`config.mk`:
```
export PLATFORM = sky130hd
export DESIGN_NAME = mem_ctrl
export DESIGN_NICKNAME = d
export VERILOG_FILES = /design/src/rtl/mem_ctrl.sv
export SDC_FILE = /design/constraint.sdc
export NUM_CORES = 1
export LEC_CHECK = 0
export BUFFER_PORTS_ARGS = -buffer_cell sky130_fd_sc_hd__buf_2
export CAP_MARGIN = 30
export CORE_AREA = 5 5 131 133
export DETAILED_ROUTE_END_ITERATION = 7
export DIE_AREA = 0 0 136 138
export PLACE_DENSITY = 0.69
export SYNTH_ARGS = -nofsm -noshare
export SYNTH_HDL_FRONTEND = slang
export SYNTH_SLANG_ARGS = --single-unit
```
`constraint.sdc`:
```
create_clock -name clock -period 4.9 [get_ports clock]
set_input_delay 0.98 -clock clock [delete_from_list [all_inputs] [get_ports clock]]
set_output_delay 0.98 -clock clock [all_outputs]
set_load 0.02 [all_outputs]
```
`src/rtl/mem_ctrl.sv`:
```
// Shares one byte-wide RAM port between instruction fetch and the load/store unit,
// serialising 1/2/4-byte accesses. Optional round-robin arbitration: `MEM_CTRL_RR_EN.
module mem_ctrl #(
  parameter int ADDR_W = 17
) (
  input  logic              clock,
  input  logic              reset,
  input  logic              i_read,
  input  logic [31:0]       i_addr,
  output logic              i_ready,
  output logic [31:0]       i_data,
  input  logic              d_read,
  input  logic              d_write,
  input  logic [31:0]       d_addr,
  input  logic [1:0]        d_len,
  input  logic [31:0]       d_wdata,
  output logic              d_ready,
  output logic [31:0]       d_rdata,
  output logic              busy,
  output logic [ADDR_W-1:0] mem_a,
  output logic [7:0]        mem_dout,
  output logic              mem_wr,
  input  logic [7:0]        mem_din
);

  typedef enum logic [1:0] {IDLE, RUN, TAIL, DONE} state_t;

  state_t            state_q, state_d;
  logic              port_q, port_d;     // 1 = data port owns the transaction
  logic              wr_q, wr_d;
  logic [ADDR_W-1:0] addr_q, addr_d;
  logic [1:0]        k_q, k_d;
  logic [1:0]        last_k_q, last_k_d;
  logic [31:0]       wdata_q, wdata_d;
  logic [31:0]       buf_q, buf_d;
  logic [31:0]       i_data_q, i_data_d;
  logic [31:0]       d_rdata_q, d_rdata_d;

  logic d_req;
  logic grant_d;
  logic unused_addr_hi;

  assign d_req          = d_read | d_write;
  assign unused_addr_hi = ^{i_addr[31:ADDR_W], d_addr[31:ADDR_W]};

`ifdef MEM_CTRL_RR_EN
  // Remembers the winner of the most recent conflict; 0 = instruction.
  logic last_q, last_d;

  assign grant_d = d_req & (~i_read | ~last_q);

  always_comb begin
    last_d = last_q;
    if (state_q == IDLE && d_req && i_read) last_d = grant_d;
  end

  always_ff @(posedge clock) begin
    if (reset) last_q <= 1'b0;
    else       last_q <= last_d;
  end
`else
  assign grant_d = d_req;
`endif

  always_comb begin
    state_d   = state_q;
    port_d    = port_q;
    wr_d      = wr_q;
    addr_d    = addr_q;
    k_d       = k_q;
    last_k_d  = last_k_q;
    wdata_d   = wdata_q;
    buf_d     = buf_q;
    i_data_d  = i_data_q;
    d_rdata_d = d_rdata_q;
    case (state_q)
      IDLE: begin
        if (d_req || i_read) begin
          state_d  = RUN;
          port_d   = grant_d;
          wr_d     = grant_d & d_write;
          addr_d   = grant_d ? d_addr[ADDR_W-1:0] : i_addr[ADDR_W-1:0];
          last_k_d = !grant_d ? 2'd3 : (d_len == 2'd0) ? 2'd0 : (d_len == 2'd1) ? 2'd1 : 2'd3;
          k_d      = 2'd0;
          wdata_d  = d_wdata;
          buf_d    = 32'h0;
        end
      end
      RUN: begin
        // RAM data lags the address by one cycle, so byte k-1 arrives now.
        if (!wr_q && k_q != 2'd0) buf_d[{k_q - 2'd1, 3'b000} +: 8] = mem_din;
        if (k_q == last_k_q) state_d = wr_q ? DONE : TAIL;
        else                 k_d = k_q + 2'd1;
      end
      TAIL: begin
        buf_d[{last_k_q, 3'b000} +: 8] = mem_din;
        if (port_q) d_rdata_d = buf_d;
        else        i_data_d  = buf_d;
        state_d = DONE;
      end
      DONE:    state_d = IDLE;
      default: state_d = IDLE;
    endcase
  end

  always_ff @(posedge clock) begin
    if (reset) begin
      state_q   <= IDLE;
      port_q    <= 1'b0;
      wr_q      <= 1'b0;
      addr_q    <= '0;
      k_q       <= 2'd0;
      last_k_q  <= 2'd0;
      wdata_q   <= 32'h0;
      buf_q     <= 32'h0;
      i_data_q  <= 32'h0;
      d_rdata_q <= 32'h0;
    end else begin
      state_q   <= state_d;
      port_q    <= port_d;
      wr_q      <= wr_d;
      addr_q    <= addr_d;
      k_q       <= k_d;
      last_k_q  <= last_k_d;
      wdata_q   <= wdata_d;
      buf_q     <= buf_d;
      i_data_q  <= i_data_d;
      d_rdata_q <= d_rdata_d;
    end
  end

  assign busy     = (state_q != IDLE);
  assign i_ready  = (state_q == DONE) & ~port_q;
  assign d_ready  = (state_q == DONE) & port_q;
  assign i_data   = i_data_q;
  assign d_rdata  = d_rdata_q;
  assign mem_a    = (state_q == RUN) ? addr_q + ADDR_W'(k_q) : '0;
  assign mem_wr   = (state_q == RUN) & wr_q;
  assign mem_dout = mem_wr ? wdata_q[{k_q, 3'b000} +: 8] : 8'h00;

endmodule

```
==> results of run 1 <==
[metrics by stage]
stage	power (W)	hold WS [ps]
3_5_place_dp	0.003231	443.3
4_1_cts	0.004399	451.5
6_report	0.004344	449.0
3_3_place_gp	0.003207	439.5
2_1_floorplan	0.002800	433.1
5_1_grt	0.004636	478.5
[synth_stat cells (2+ instances only)]
cell                          n
sky130_fd_sc_hd__dfxtp_1    153
sky130_fd_sc_hd__nor2_1      98
sky130_fd_sc_hd__nand2_1     91
sky130_fd_sc_hd__a211oi_1    66
sky130_fd_sc_hd__clkbuf_1    55
sky130_fd_sc_hd__a21oi_1     51
sky130_fd_sc_hd__a22o_1      32
sky130_fd_sc_hd__a22oi_1     25
sky130_fd_sc_hd__o21ai_0     24
sky130_fd_sc_hd__ha_1        18
sky130_fd_sc_hd__a311oi_1    17
sky130_fd_sc_hd__and2_1      15
sky130_fd_sc_hd__nor2b_1     13
sky130_fd_sc_hd__inv_1       12
sky130_fd_sc_hd__xor2_1      12
sky130_fd_sc_hd__buf_2        8
sky130_fd_sc_hd__mux4_2       8
sky130_fd_sc_hd__nand3_1      7
sky130_fd_sc_hd__nand4_1      7
sky130_fd_sc_hd__o21ai_4      4
sky130_fd_sc_hd__o31ai_1      4
sky130_fd_sc_hd__or3_1        4
sky130_fd_sc_hd__a2bb2oi_1    3
sky130_fd_sc_hd__clkinv_1     3
sky130_fd_sc_hd__nor3_1       3
sky130_fd_sc_hd__a21oi_2      2
sky130_fd_sc_hd__a21oi_4      2
sky130_fd_sc_hd__and3_1       2
sky130_fd_sc_hd__and4_1       2
sky130_fd_sc_hd__and4b_1      2
sky130_fd_sc_hd__buf_1        2
sky130_fd_sc_hd__nand3b_1     2
sky130_fd_sc_hd__nor4bb_1     2
sky130_fd_sc_hd__or4_1        2
[layout by cell type, fill, tap and decap left out, types with 3 or more instances in the layout]
| master | synthesis | routed |
|---|---|---|
| sky130_fd_sc_hd__a2bb2oi_1 | 3 | 3 |
| sky130_fd_sc_hd__clkinv_1 | 3 | 3 |
| sky130_fd_sc_hd__o31ai_1 | 4 | 4 |
| sky130_fd_sc_hd__nor3_1 | 3 | 3 |
| sky130_fd_sc_hd__nand3_1 | 7 | 7 |
| sky130_fd_sc_hd__o21ai_0 | 24 | 24 |
| sky130_fd_sc_hd__ha_1 | 18 | 18 |
| sky130_fd_sc_hd__xor2_1 | 12 | 12 |
| sky130_fd_sc_hd__a311oi_1 | 17 | 17 |
| sky130_fd_sc_hd__nand2_1 | 91 | 91 |
| sky130_fd_sc_hd__buf_2 | 8 | 173 |
| sky130_fd_sc_hd__a21oi_1 | 51 | 50 |
| sky130_fd_sc_hd__dfxtp_1 | 153 | 153 |
| sky130_fd_sc_hd__nand4_1 | 7 | 7 |
| sky130_fd_sc_hd__nor2b_1 | 13 | 12 |
| sky130_fd_sc_hd__a22oi_1 | 25 | 25 |
| sky130_fd_sc_hd__a21oi_4 | 2 | 3 |
| sky130_fd_sc_hd__buf_4 | 1 | 10 |
| sky130_fd_sc_hd__or3_1 | 4 | 4 |
| sky130_fd_sc_hd__a22o_1 | 32 | 32 |
| sky130_fd_sc_hd__mux4_2 | 8 | 8 |
| sky130_fd_sc_hd__clkinvlp_4 | 0 | 5 |
| sky130_fd_sc_hd__and2_1 | 15 | 14 |
| sky130_fd_sc_hd__a211oi_1 | 66 | 66 |
| sky130_fd_sc_hd__o21ai_4 | 4 | 4 |
| sky130_fd_sc_hd__inv_1 | 12 | 12 |
| sky130_fd_sc_hd__clkinv_2 | 0 | 4 |
| sky130_fd_sc_hd__nor2_1 | 98 | 98 |
| sky130_fd_sc_hd__clkbuf_16 | 0 | 17 |
[final timing paths]
| check | cells past startpoint | end | slack, ps | startpoint |
|---|---|---|---|---|
| worst max-delay path | 6 | mem_a[16] | 1100 | k_q[1] |
| worst min-delay path | 2 | wdata_q[19] | 450 | wdata_q[19] |
| worst max register to register | 6 | buf_q[11] | 2100 | k_q[1] |
| worst min register to register | 2 | wdata_q[19] | 450 | wdata_q[19] |
[worst min-delay path: stages, from the launching register on]
cell and delay, ps:
sky130_fd_sc_hd__dfxtp_1 300, sky130_fd_sc_hd__nand2_1 50, sky130_fd_sc_hd__a21oi_1 50
[power groups by stage]
stage                     logic, W  clock network (W)  registers, W
after floorplan           0.000988                  0       0.00181
after global placement     0.00150                  0       0.00171
after detailed placement   0.00151                  0       0.00172
after CTS                  0.00152            0.00119       0.00169
after global routing       0.00167            0.00124       0.00172
final                      0.00150            0.00115       0.00169
[layer usage]
| layer | vias to the layer above | share of wire | global-route usage | routed length, um |
|---|---|---|---|---|
| met5 | - | 0 | 0 | 0 |
| met1 | 2708 | 0.45 | 0.2278 | 7697 |
| met3 | 14 | 0.069 | 0.05552 | 1174 |
| met4 | 0 | 0.0082 | 0.03660 | 139 |
| met2 | 171 | 0.47 | 0.2944 | 7964 |
| li1 | 3026 | - | - | - |
[cell type report]
| type | instances | share of cell area |
|---|---|---|
| flip-flops and latches | 153 | 0.3685 |
| clock buffers | 19 | 0.05328 |
| multi-input cells | 533 | 0.4168 |
| well taps | 216 | 0.03251 |
| repair buffers | 183 | 0.1132 |
| inverters | 15 | 0.006773 |
| clock inverters | 11 | 0.009031 |
[sequential cells by signal, summed over array words and instances, names as in the netlist]
register  flops
last_k_q      2
addr_q       17
wdata_q      32
port_q        1
state_q       2
wr_q          1
i_data       32
k_q           2
d_rdata      32
buf_q        32
[cell families after synthesis]
kind of cell | after synthesis | share of synthesized area
simple gates | 257 | 0.1727
compound gates | 236 | 0.2522
flops | 153 | 0.4493
buf+inv | 81 | 0.04662
fa+ha+maj | 19 | 0.03598
xor+xnor | 13 | 0.01670
mux | 8 | 0.02643
==> impl_summary.txt, run 1 <==
----------------------------------------------------
[Cells and area]
  Nets ... 1033
  Layout Utilization ... 0.5291
  Final instance area ... 8313 um2
  Finished Layout Cells ... 1130
  Multi-input combinational cell area ... 3465 um2
  Area growth syn-to-layout ... 21.95%
  Fill cells ... 1532
  Number of diodes ... 0
  Fraction of layout instances using a drive strength above 1 ... 0.2571
  Sequential cell area ... 3063 um2

[Logic synthesis]
  Synthesized netlist net count ... 897
  Portion of the post-synthesis area used by sequential elements ... 0.4493
  Main synth FF type ... sky130_fd_sc_hd__dfxtp_1
  Gate count after technology mapping ... 767
  Portion of synthesized cell area occupied by the leading cell type ... 0.4493
  Cell area after synthesis ... 6817 um2
  Fraction of synthesis flops using an asynchronous set or reset pin ... 0
  Count of distinct cell types in the synthesized netlist ... 50
  EDFF count, synth ... 0
  Mapped Avg Cell Area ... 8.887 um2
  Synthesized flop and latch total ... 153
  Yosys warning total ... 0
  Top cells by area, synth ... sky130_fd_sc_hd__dfxtp_1 45%, sky130_fd_sc_hd__a211oi_1 7.3%, sky130_fd_sc_hd__nor2_1 5.4%
  Most area-hungry cell type in the Yosys netlist ... sky130_fd_sc_hd__dfxtp_1

[Outcome]
  Result of the run ... finished, final reports clean

[Global route]
  Number of global-route vias before repair ... 5677
  Number of antenna violations at the first check in global routing ... 0
  Wire length of the first global-routing pass ... 27670 um
  Overall global routing resource usage ... 0.1776
  Largest net degree at the start of global routing ... 86
  Grt total ovfl ... 0

[STA]
  Maximum clock rate ... 263.2 MHz
  Final hold violation count ... 0
  Worst Clk Skew ... 7.105 ps
  Worst Tran Pin Value ... 857.8 ps
  Final critical-path required period ... 3799 ps
  Ratio of final minimum period to clock period ... 0.7754
  Count of final max-slew check failures ... 0
  Number of endpoints failing setup at the final stage ... 0
  Relative slew margins ... 0.4282
  Unrepaired setup endpoints after global routing ... no
  Min setup slack post-route ... 1101 ps
  Summed negative setup slack over all endpoints ... 0 ps

[Clocking]
  CTS max path bufs ... 2
  Cts repair resizes ... 0
  TritonCTS Sinks ... 153
  Clock tree from TritonCTS ... yes
  Number of H-tree levels ... 4
  Clock transition at path regs ... 60 ps
  Cell at the root of the clock tree ... sky130_fd_sc_hd__clkbuf_16
  Post-CTS Repair Setup Buffers ... 0
  TritonCTS buffer count ... 17
  Clk Latency, worst-skew pair ... 410 ps
  CTS Hold Buffers Added ... 0

[Power and ir drop]
  Flop pwr share ... 0.389
  LEAKAGE ... 3.331 nW
  Internal power component ... 0.002701 W
  Power share of the clock group ... 0.266
  Combinational share of power ... 0.345
  Sw Pwr ... 0.001643 W
  Power per cell area ... 522.6 nW/um2
  Switching part of the total power ... 0.3782
  Max IR drop VDD ... 0.2512 mV

[Placed design]
  Area post-placement ... 7795 um2
  Worst setup timing slack at the placement stage ... 1532 ps
  Dpl cells ... 1100
  Number of buffers added on ports ... 173
  Half-perimeter wire length after placement ... 12110 um
  Global placer's final weighted congestion ... 0.7925

[Critical path]
  Class of the most critical setup path ... register to primary output
  Arrival time at the worst endpoint ... 2820 ps
  Highest-delay cell along the critical path ... sky130_fd_sc_hd__dfxtp_1
  Critical path buffers and inverters ... 1
  Crit. End Element ... primary output
  Element type at the critical path start ... register
  Longest individual stage delay on the worst path ... 830 ps
  WP data required ... 3920 ps
  Chain of cells forming the critical path ... fa_1 -> and2_1 -> nand4_1 -> or3_1 -> a21oi_1 -> buf_2
  Max Fanout on Critical Path ... 15
  Cell class contributing the biggest share of worst-path delay ... flip-flops

[Route]
  Vias post-DR ... 5919
  Number of nets with antenna violations after detailed routing ... 0
  Final routed wire length divided by cell count ... 15.02 um
  Final Routed Wirelength ... 16980 um
  Detailed-router iteration count before antenna repair ... 5
  DRC marker count from the first detailed-route iteration ... 248
  Number of vias per cell ... 5.238
  Final routed DRC violation total ... 0

[Floorplanning]
  Cell row count ... 46
  Initial standard-cell utilization of the core ... 0.4338
  Horizontal extent of the die ... 136 um
  Vertical die dimension ... 138 um
  Floorplan die area ... 18770 um2
  Core area ... 15710 um2
  I/O pin cnt ... 204

[Run]
  Max Cap Viol ... 0

[Hold path]
  Min-Delay Path Class ... register to register

----------------------------------------------------
Power figures use the tool's default switching activity.
==> inputs of run 2 (changes only) <==
Clock period 4.9 ns to 4 ns, I/O delays scaled along.
==> impl_summary.txt, run 2 (synthesis results as in run 1) <==
----------------------------------------------------
[Placed design]
  Number of buffers added on ports ... 173
  Global placer's final weighted congestion ... 0.8001
  Half-perimeter wire length after placement ... 12140 um
  Dpl cells ... 1100

[Cells and area]
  Sequential cell area ... 3063 um2
  Fraction of layout instances using a drive strength above 1 ... 0.2598
  Number of diodes ... 0
  Area growth syn-to-layout ... 22.89%
  Commonest cells after routing, fill and taps aside ... 172 x sky130_fd_sc_hd__buf_2, 153 x sky130_fd_sc_hd__dfxtp_1, 98 x sky130_fd_sc_hd__nor2_1
  Multi-input combinational cell area ... 3465 um2
  Finished Layout Cells ... 1132
  Fill cells ... 1514
  Commonest non-fill, non-tap cell in the layout ... sky130_fd_sc_hd__buf_2
  Nets ... 1033

[Global route]
  Grt met3 use ... 0.04753
  Number of antenna violations at the first check in global routing ... 0
  Largest net degree at the start of global routing ... 79
  Number of global-route vias before repair ... 5611
  Grt total ovfl ... 0
  Wire length of the first global-routing pass ... 28100 um
  GRT met2 Usage ... 0.2884
  Overall global routing resource usage ... 0.1809
  Met1 demand-to-capacity share in global routing ... 0.2435
  GR peak layer ... met2

[Power and ir drop]
  LEAKAGE ... 3.375 nW
  Max IR drop VDD ... 0.3030 mV
  Power per cell area ... 652.2 nW/um2

[Clocking]
  Clk Latency, worst-skew pair ... 420 ps
  CTS max path bufs ... 2
  Cts repair resizes ... 0
  Post-CTS Repair Setup Buffers ... 0
  Number of H-tree levels ... 4
  Clock transition at path regs ... 60 ps
  Cell at the root of the clock tree ... sky130_fd_sc_hd__clkbuf_16
  CTS Hold Buffers Added ... 0
  Clock tree from TritonCTS ... yes
  TritonCTS Sinks ... 153
  TritonCTS buffer count ... 17

[Critical path]
  WP data required ... 3200 ps
  Cell class contributing the biggest share of worst-path delay ... simple AND/OR/NAND/NOR gates
  Longest individual stage delay on the worst path ... 390 ps
  Crit. End Element ... primary output
  Arrival time at the worst endpoint ... 2390 ps
  Element type at the critical path start ... register
  Critical path buffers and inverters ... 1
  Max Fanout on Critical Path ... 5
  Class of the most critical setup path ... register to primary output
  Chain of cells forming the critical path ... ha_1 -> fa_1 -> and2_1 -> nand4_1 -> or3_1 -> a21oi_1 -> buf_2
  Highest-delay cell along the critical path ... sky130_fd_sc_hd__or3_1

[STA]
  Ratio of final minimum period to clock period ... 0.7983
  Final hold violation count ... 0
  Worst Clk Skew ... 11.37 ps
  Summed negative setup slack over all endpoints ... 0 ps
  Unrepaired setup endpoints after global routing ... no
  Hold Slack ... 452.1 ps
  Count of final max-slew check failures ... 0
  Number of endpoints failing setup at the final stage ... 0
  Relative slew margins ... 0.4209
  Final critical-path required period ... 3193 ps
  Worst Tran Pin Value ... 866.8 ps
  Maximum clock rate ... 313.2 MHz

[Route]
  Vias post-DR ... 5847
  Final routed wire length divided by cell count ... 15.09 um
  Detailed-router iteration count before antenna repair ... 4
  Number of vias per cell ... 5.165
  Number of nets with antenna violations after detailed routing ... 0
  DRC marker count from the first detailed-route iteration ... 258
  Final Routed Wirelength ... 17080 um
  Final routed DRC violation total ... 0

[Hold path]
  Min-Delay Path Class ... register to register

[Floorplanning]
  Floorplan die area ... 18770 um2
  Core area ... 15710 um2
  I/O pin cnt ... 204
  Cell row count ... 46
  Initial standard-cell utilization of the core ... 0.4338
  Horizontal extent of the die ... 136 um
  Vertical die dimension ... 138 um

[Run]
  Max Cap Viol ... 0

[Outcome]
  Result of the run ... finished, final reports clean

----------------------------------------------------
[run 2: cell count changes in the layout (fill, tap and decap cells not counted), sizes merged]
cell	delta
bufinv	+1
clkbuf	-2
clkinv	+3
clkinvlp	-4
inv	+4
[run 2: area by class of cell]
cell class | count | share of cell area
clock buffers | 17 | 0.05078
inverters | 15 | 0.006721
repair buffers | 183 | 0.1141
clock inverters | 15 | 0.01688
multi-input cells | 533 | 0.4136
flip-flops and latches | 153 | 0.3656
well taps | 216 | 0.03226
[run 2: metrics by stage]
step	setup slack, ps	util	cell area, um2	total power [W]
after floorplan	1239	-	6817	0.003430
after global placement	1228	0.4971	7810	0.003936
after detailed placement	1225	0.4971	7810	0.003971
after CTS	757.8	0.5331	8377	0.005525
after global routing	540.0	0.5331	8377	0.005826
final	806.9	0.5331	8377	0.005464
[run 2: worst register-to-register path: stages, from the launching register on]
cell,delay (ps)
sky130_fd_sc_hd__dfxtp_1,350
sky130_fd_sc_hd__buf_4,290
sky130_fd_sc_hd__inv_1,160
sky130_fd_sc_hd__ha_1,220
sky130_fd_sc_hd__o21ai_0,400
sky130_fd_sc_hd__nand4_4,350
sky130_fd_sc_hd__a21oi_1,460
sky130_fd_sc_hd__a22o_1,190
[run 2: worst paths after layout]
path                            cells after the start  slack [ps]   startpoint          end
worst min-delay path                                2         450  wdata_q[23]  wdata_q[23]
worst max-delay path                                7         810       k_q[0]    mem_a[16]
worst min register to register                      2         450  wdata_q[23]  wdata_q[23]
worst max register to register                      7        1520       k_q[0]    buf_q[10]
[run 2: metal layers]
metal	up-vias	share of wire	wire length, um
met1	2644	0.47	7981
met3	11	0.063	1081
met5	-	0	0
met2	158	0.46	7869
met4	0	0.0084	144
li1	3034	-	-
[run 2: power by group]
part | internal, W | switching, W
logic | 0.000669 | 0.00118
clock network | 0.000870 | 0.000680
registers | 0.00185 | 0.000218
==> inputs of run 3 (changes only) <==
Settings changed: ABC_AREA from default to 1, CORE_AREA 5 5 131 133 to 5 5 142 144, DIE_AREA 0 0 136 138 to 0 0 147 149, PLACE_DENSITY 0.69 to 0.7.
Clock period 4 ns to 2.6 ns, I/O delays scaled along.
==> impl_summary.txt, run 3 <==
----------------------------------------------------
[Outcome]
  Result of the run ... finished, final reports clean

[Critical path]
  FF-to-FF Start ... last_k_q[0]
  Max Fanout on Critical Path ... 4
  WP data required ... 2080 ps
  Crit. End Element ... primary output
  Chain of cells forming the critical path ... ha_4 -> fa_2 -> nand2_1 -> inv_2 -> nand2_4 -> nor2_4 -> nand2_2 -> nor3_1 -> nor3b_2 -> buf_4
  Highest-delay cell along the critical path ... sky130_fd_sc_hd__dfxtp_2
  Reg-to-reg endpoint ... buf_q[10]
  Critical path buffers and inverters ... 2
  R2R Setup Slk ... 400 ps
  Critical Path Stages ... 10
  Class of the most critical setup path ... register to primary output
  Cell class contributing the biggest share of worst-path delay ... simple AND/OR/NAND/NOR gates
  Start point of the critical path ... k_q[0]
  Capture point of the critical path ... mem_a[12]
  Element type at the critical path start ... register
  Arrival time at the worst endpoint ... 2020 ps
  Worst Reg2Reg Path Length in Cells ... 10
  Longest individual stage delay on the worst path ... 330 ps

[Cells and area]
  Number of diodes ... 0
  Commonest non-fill, non-tap cell in the layout ... sky130_fd_sc_hd__nand2_1
  Fraction of layout instances using a drive strength above 1 ... 0.1758
  Area growth syn-to-layout ... 21.64%
  Nets ... 1549
  Commonest cells after routing, fill and taps aside ... 318 x sky130_fd_sc_hd__nand2_1, 187 x sky130_fd_sc_hd__inv_1, 170 x sky130_fd_sc_hd__buf_2

[Route]
  DRC marker count from the first detailed-route iteration ... 631
  Final routed DRC violation total ... 0
  Final Routed Wirelength ... 23080 um
  Number of vias per cell ... 4.922
  Final routed wire length divided by cell count ... 13.89 um
  Vias post-DR ... 8180
  Detailed-router iteration count before antenna repair ... 5
  Number of nets with antenna violations after detailed routing ... 0

[Power and ir drop]
  Max IR drop VDD ... 0.6988 mV
  Switching part of the total power ... 0.4148
  Final total power ... 0.009950 W
  Power per cell area ... 1008 nW/um2
  Internal power component ... 0.005823 W
  LEAKAGE ... 4.941 nW
  Sw Pwr ... 0.004127 W
  Combinational share of power ... 0.408
  Power share of the clock group ... 0.264
  Flop pwr share ... 0.328

[Floorplanning]
  Floorplan die area ... 21900 um2
  Horizontal extent of the die ... 147 um
  Initial standard-cell utilization of the core ... 0.4366
  Vertical die dimension ... 149 um
  Core area ... 18580 um2
  Cell row count ... 50
  I/O pin cnt ... 204

[STA]
  Unrepaired setup endpoints after global routing ... yes
  Relative slew margins ... 0.5957
  Worst Clk Skew ... 9.648 ps
  Hold Slack ... 316.3 ps
  Number of endpoints failing setup at the final stage ... 0
  Ratio of final minimum period to clock period ... 0.9761
  Maximum clock rate ... 394.0 MHz
  Worst Tran Pin Value ... 606.5 ps
  Final critical-path required period ... 2538 ps
  Min setup slack post-route ... 62.11 ps
  Summed negative setup slack over all endpoints ... 0 ps
  Final hold violation count ... 0
  Count of final max-slew check failures ... 0

[Global route]
  Overall global routing resource usage ... 0.2064
  Grt total ovfl ... 0
  Number of antenna violations at the first check in global routing ... 0
  Wire length of the first global-routing pass ... 37400 um
  Largest net degree at the start of global routing ... 68
  Number of global-route vias before repair ... 7561

[Clocking]
  Clock transition at path regs ... 60 ps
  TritonCTS Sinks ... 153
  CTS max path bufs ... 2
  Clk Latency, worst-skew pair ... 430 ps
  Number of H-tree levels ... 4
  Cell at the root of the clock tree ... sky130_fd_sc_hd__clkbuf_16
  TritonCTS buffer count ... 17
  CTS Hold Buffers Added ... 0
  Clock tree from TritonCTS ... yes

[Logic synthesis]
  Synthesized flop and latch total ... 153
  Portion of synthesized cell area occupied by the leading cell type ... 0.3775
  Yosys warning total ... 0
  Top cells by area, synth ... sky130_fd_sc_hd__dfxtp_1 38%, sky130_fd_sc_hd__nand2_1 15%, sky130_fd_sc_hd__o21ai_0 10%
  Portion of the post-synthesis area used by sequential elements ... 0.3775
  Main synth FF type ... sky130_fd_sc_hd__dfxtp_1
  Most area-hungry cell type in the Yosys netlist ... sky130_fd_sc_hd__dfxtp_1
  Mapped Avg Cell Area ... 6.408 um2
  Most frequently used cell type in the post-synthesis netlist ... sky130_fd_sc_hd__nand2_1
  EDFF count, synth ... 0
  Gate count after technology mapping ... 1266
  Synthesized netlist net count ... 1396
  Cell area after synthesis ... 8113 um2
  Fraction of synthesis flops using an asynchronous set or reset pin ... 0
  Most instantiated cells after synthesis ... 321 x sky130_fd_sc_hd__nand2_1, 188 x sky130_fd_sc_hd__inv_1, 168 x sky130_fd_sc_hd__o21ai_0, 153 x sky130_fd_sc_hd__dfxtp_1, 133 x sky130_fd_sc_hd__nor2_1
  Count of distinct cell types in the synthesized netlist ... 34

[Placed design]
  Number of buffers added on ports ... 173
  Global placer's final weighted congestion ... 0.8796
  Worst setup timing slack at the placement stage ... 290.4 ps
  Half-perimeter wire length after placement ... 15990 um

[Run]
  Max Cap Viol ... 0

[Hold path]
  Min-Delay Path Class ... primary input to register

----------------------------------------------------
==> run 3: changes by cell type after synthesis, sizes merged, moves of 13 or more <==
cell / previous run / this run
o21ai: 28 / 173
a21oi: 55 / 123
a22oi: 25 / 0
clkbuf: 55 / 29
a311oi: 17 / 0
nor2: 98 / 138
buf: 11 / 36
nor2b: 13 / 0
and2: 15 / 0
a211oi: 66 / 1
nand2: 91 / 322
inv: 12 / 193
a22o: 32 / 0
a31oi: 1 / 17
==> run 3: stage by stage <==
stage / cells / instance area (um2) / utilization
after detailed placement: 1633 / 9186 / 0.4944
final: 1662 / 9868 / 0.5311
after global placement: 1633 / 9186 / 0.4944
after global routing: 1662 / 9868 / 0.5311
after floorplan: 1266 / 8113 / -
after CTS: 1661 / 9833 / 0.5292
==> run 3: worst reg2reg max path: stages (launching register included) <==
cell and delay, ps:
sky130_fd_sc_hd__dfxtp_1 560, sky130_fd_sc_hd__inv_2 170, sky130_fd_sc_hd__ha_1 420, sky130_fd_sc_hd__inv_1 110
sky130_fd_sc_hd__nor2_4 220, sky130_fd_sc_hd__nand3b_1 130, sky130_fd_sc_hd__o21ai_1 230, sky130_fd_sc_hd__nand2_1 90
sky130_fd_sc_hd__nand2_1 70, sky130_fd_sc_hd__nand2_1 40, sky130_fd_sc_hd__a21oi_1 110
==> run 3: final cells by class <==
class                   count  area, um2
inverters                 195      734.5
clock inverters             7      142.6
clock buffers              21      470.5
well taps                 234      292.8
repair buffers            199       1106
flip-flops and latches    153       3065
fillers                  1888       8712
multi-input cells         853       4056
==> run 3: worst min-delay path by stage <==
| stage | start | endpoint | slack, ps | cells past startpoint |
|---|---|---|---|---|
| after CTS | d_wdata[1] | wdata_q[1] | 310 | 3 |
| after global routing | d_wdata[8] | wdata_q[8] | 310 | 3 |
| after global placement | buf_q[13] | buf_q[13] | 450 | 2 |
| after floorplan | buf_q[10] | buf_q[10] | 440 | 2 |
| after detailed placement | buf_q[12] | buf_q[12] | 460 | 2 |
| final | d_wdata[24] | wdata_q[24] | 320 | 3 |
==> run 3: cells by family (layout without fill, tap and decap cells) <==
group,after synthesis,in the layout,share of synthesized area
flip-flops,153,153,0.3775
buffers and inverters,260,422,0.1288
adder cells (fa/ha/maj),19,19,0.03023
AO/OA/AOI/OAI,325,325,0.2071
XOR/XNOR,8,8,0.008636
AND/OR/NAND/NOR,501,501,0.2477
==> run 3: metal layers <==
metal	track usage	vias up	wire, um
met1	0.2865	3584	10900
met2	0.3238	273	10260
met4	0.05685	0	342
li1	-	4294	-
met3	0.04740	29	1582
met5	0	-	0
==> run 3: power by group through the flow <==
stage	logic (W)	registers, W	clock network (W)
after floorplan	0.00268	0.00348	0
after global placement	0.00399	0.00329	0
after detailed placement	0.00403	0.00330	0
after CTS	0.00405	0.00326	0.00268
after global routing	0.00456	0.00334	0.00278
final	0.00406	0.00327	0.00263
==> run 3: timing repair <==
item	in CTS	in global routing
setup buffers	0	1
gates resized for setup	12	9
pin swaps	1	1
endpoints found under the setup margin	5	10
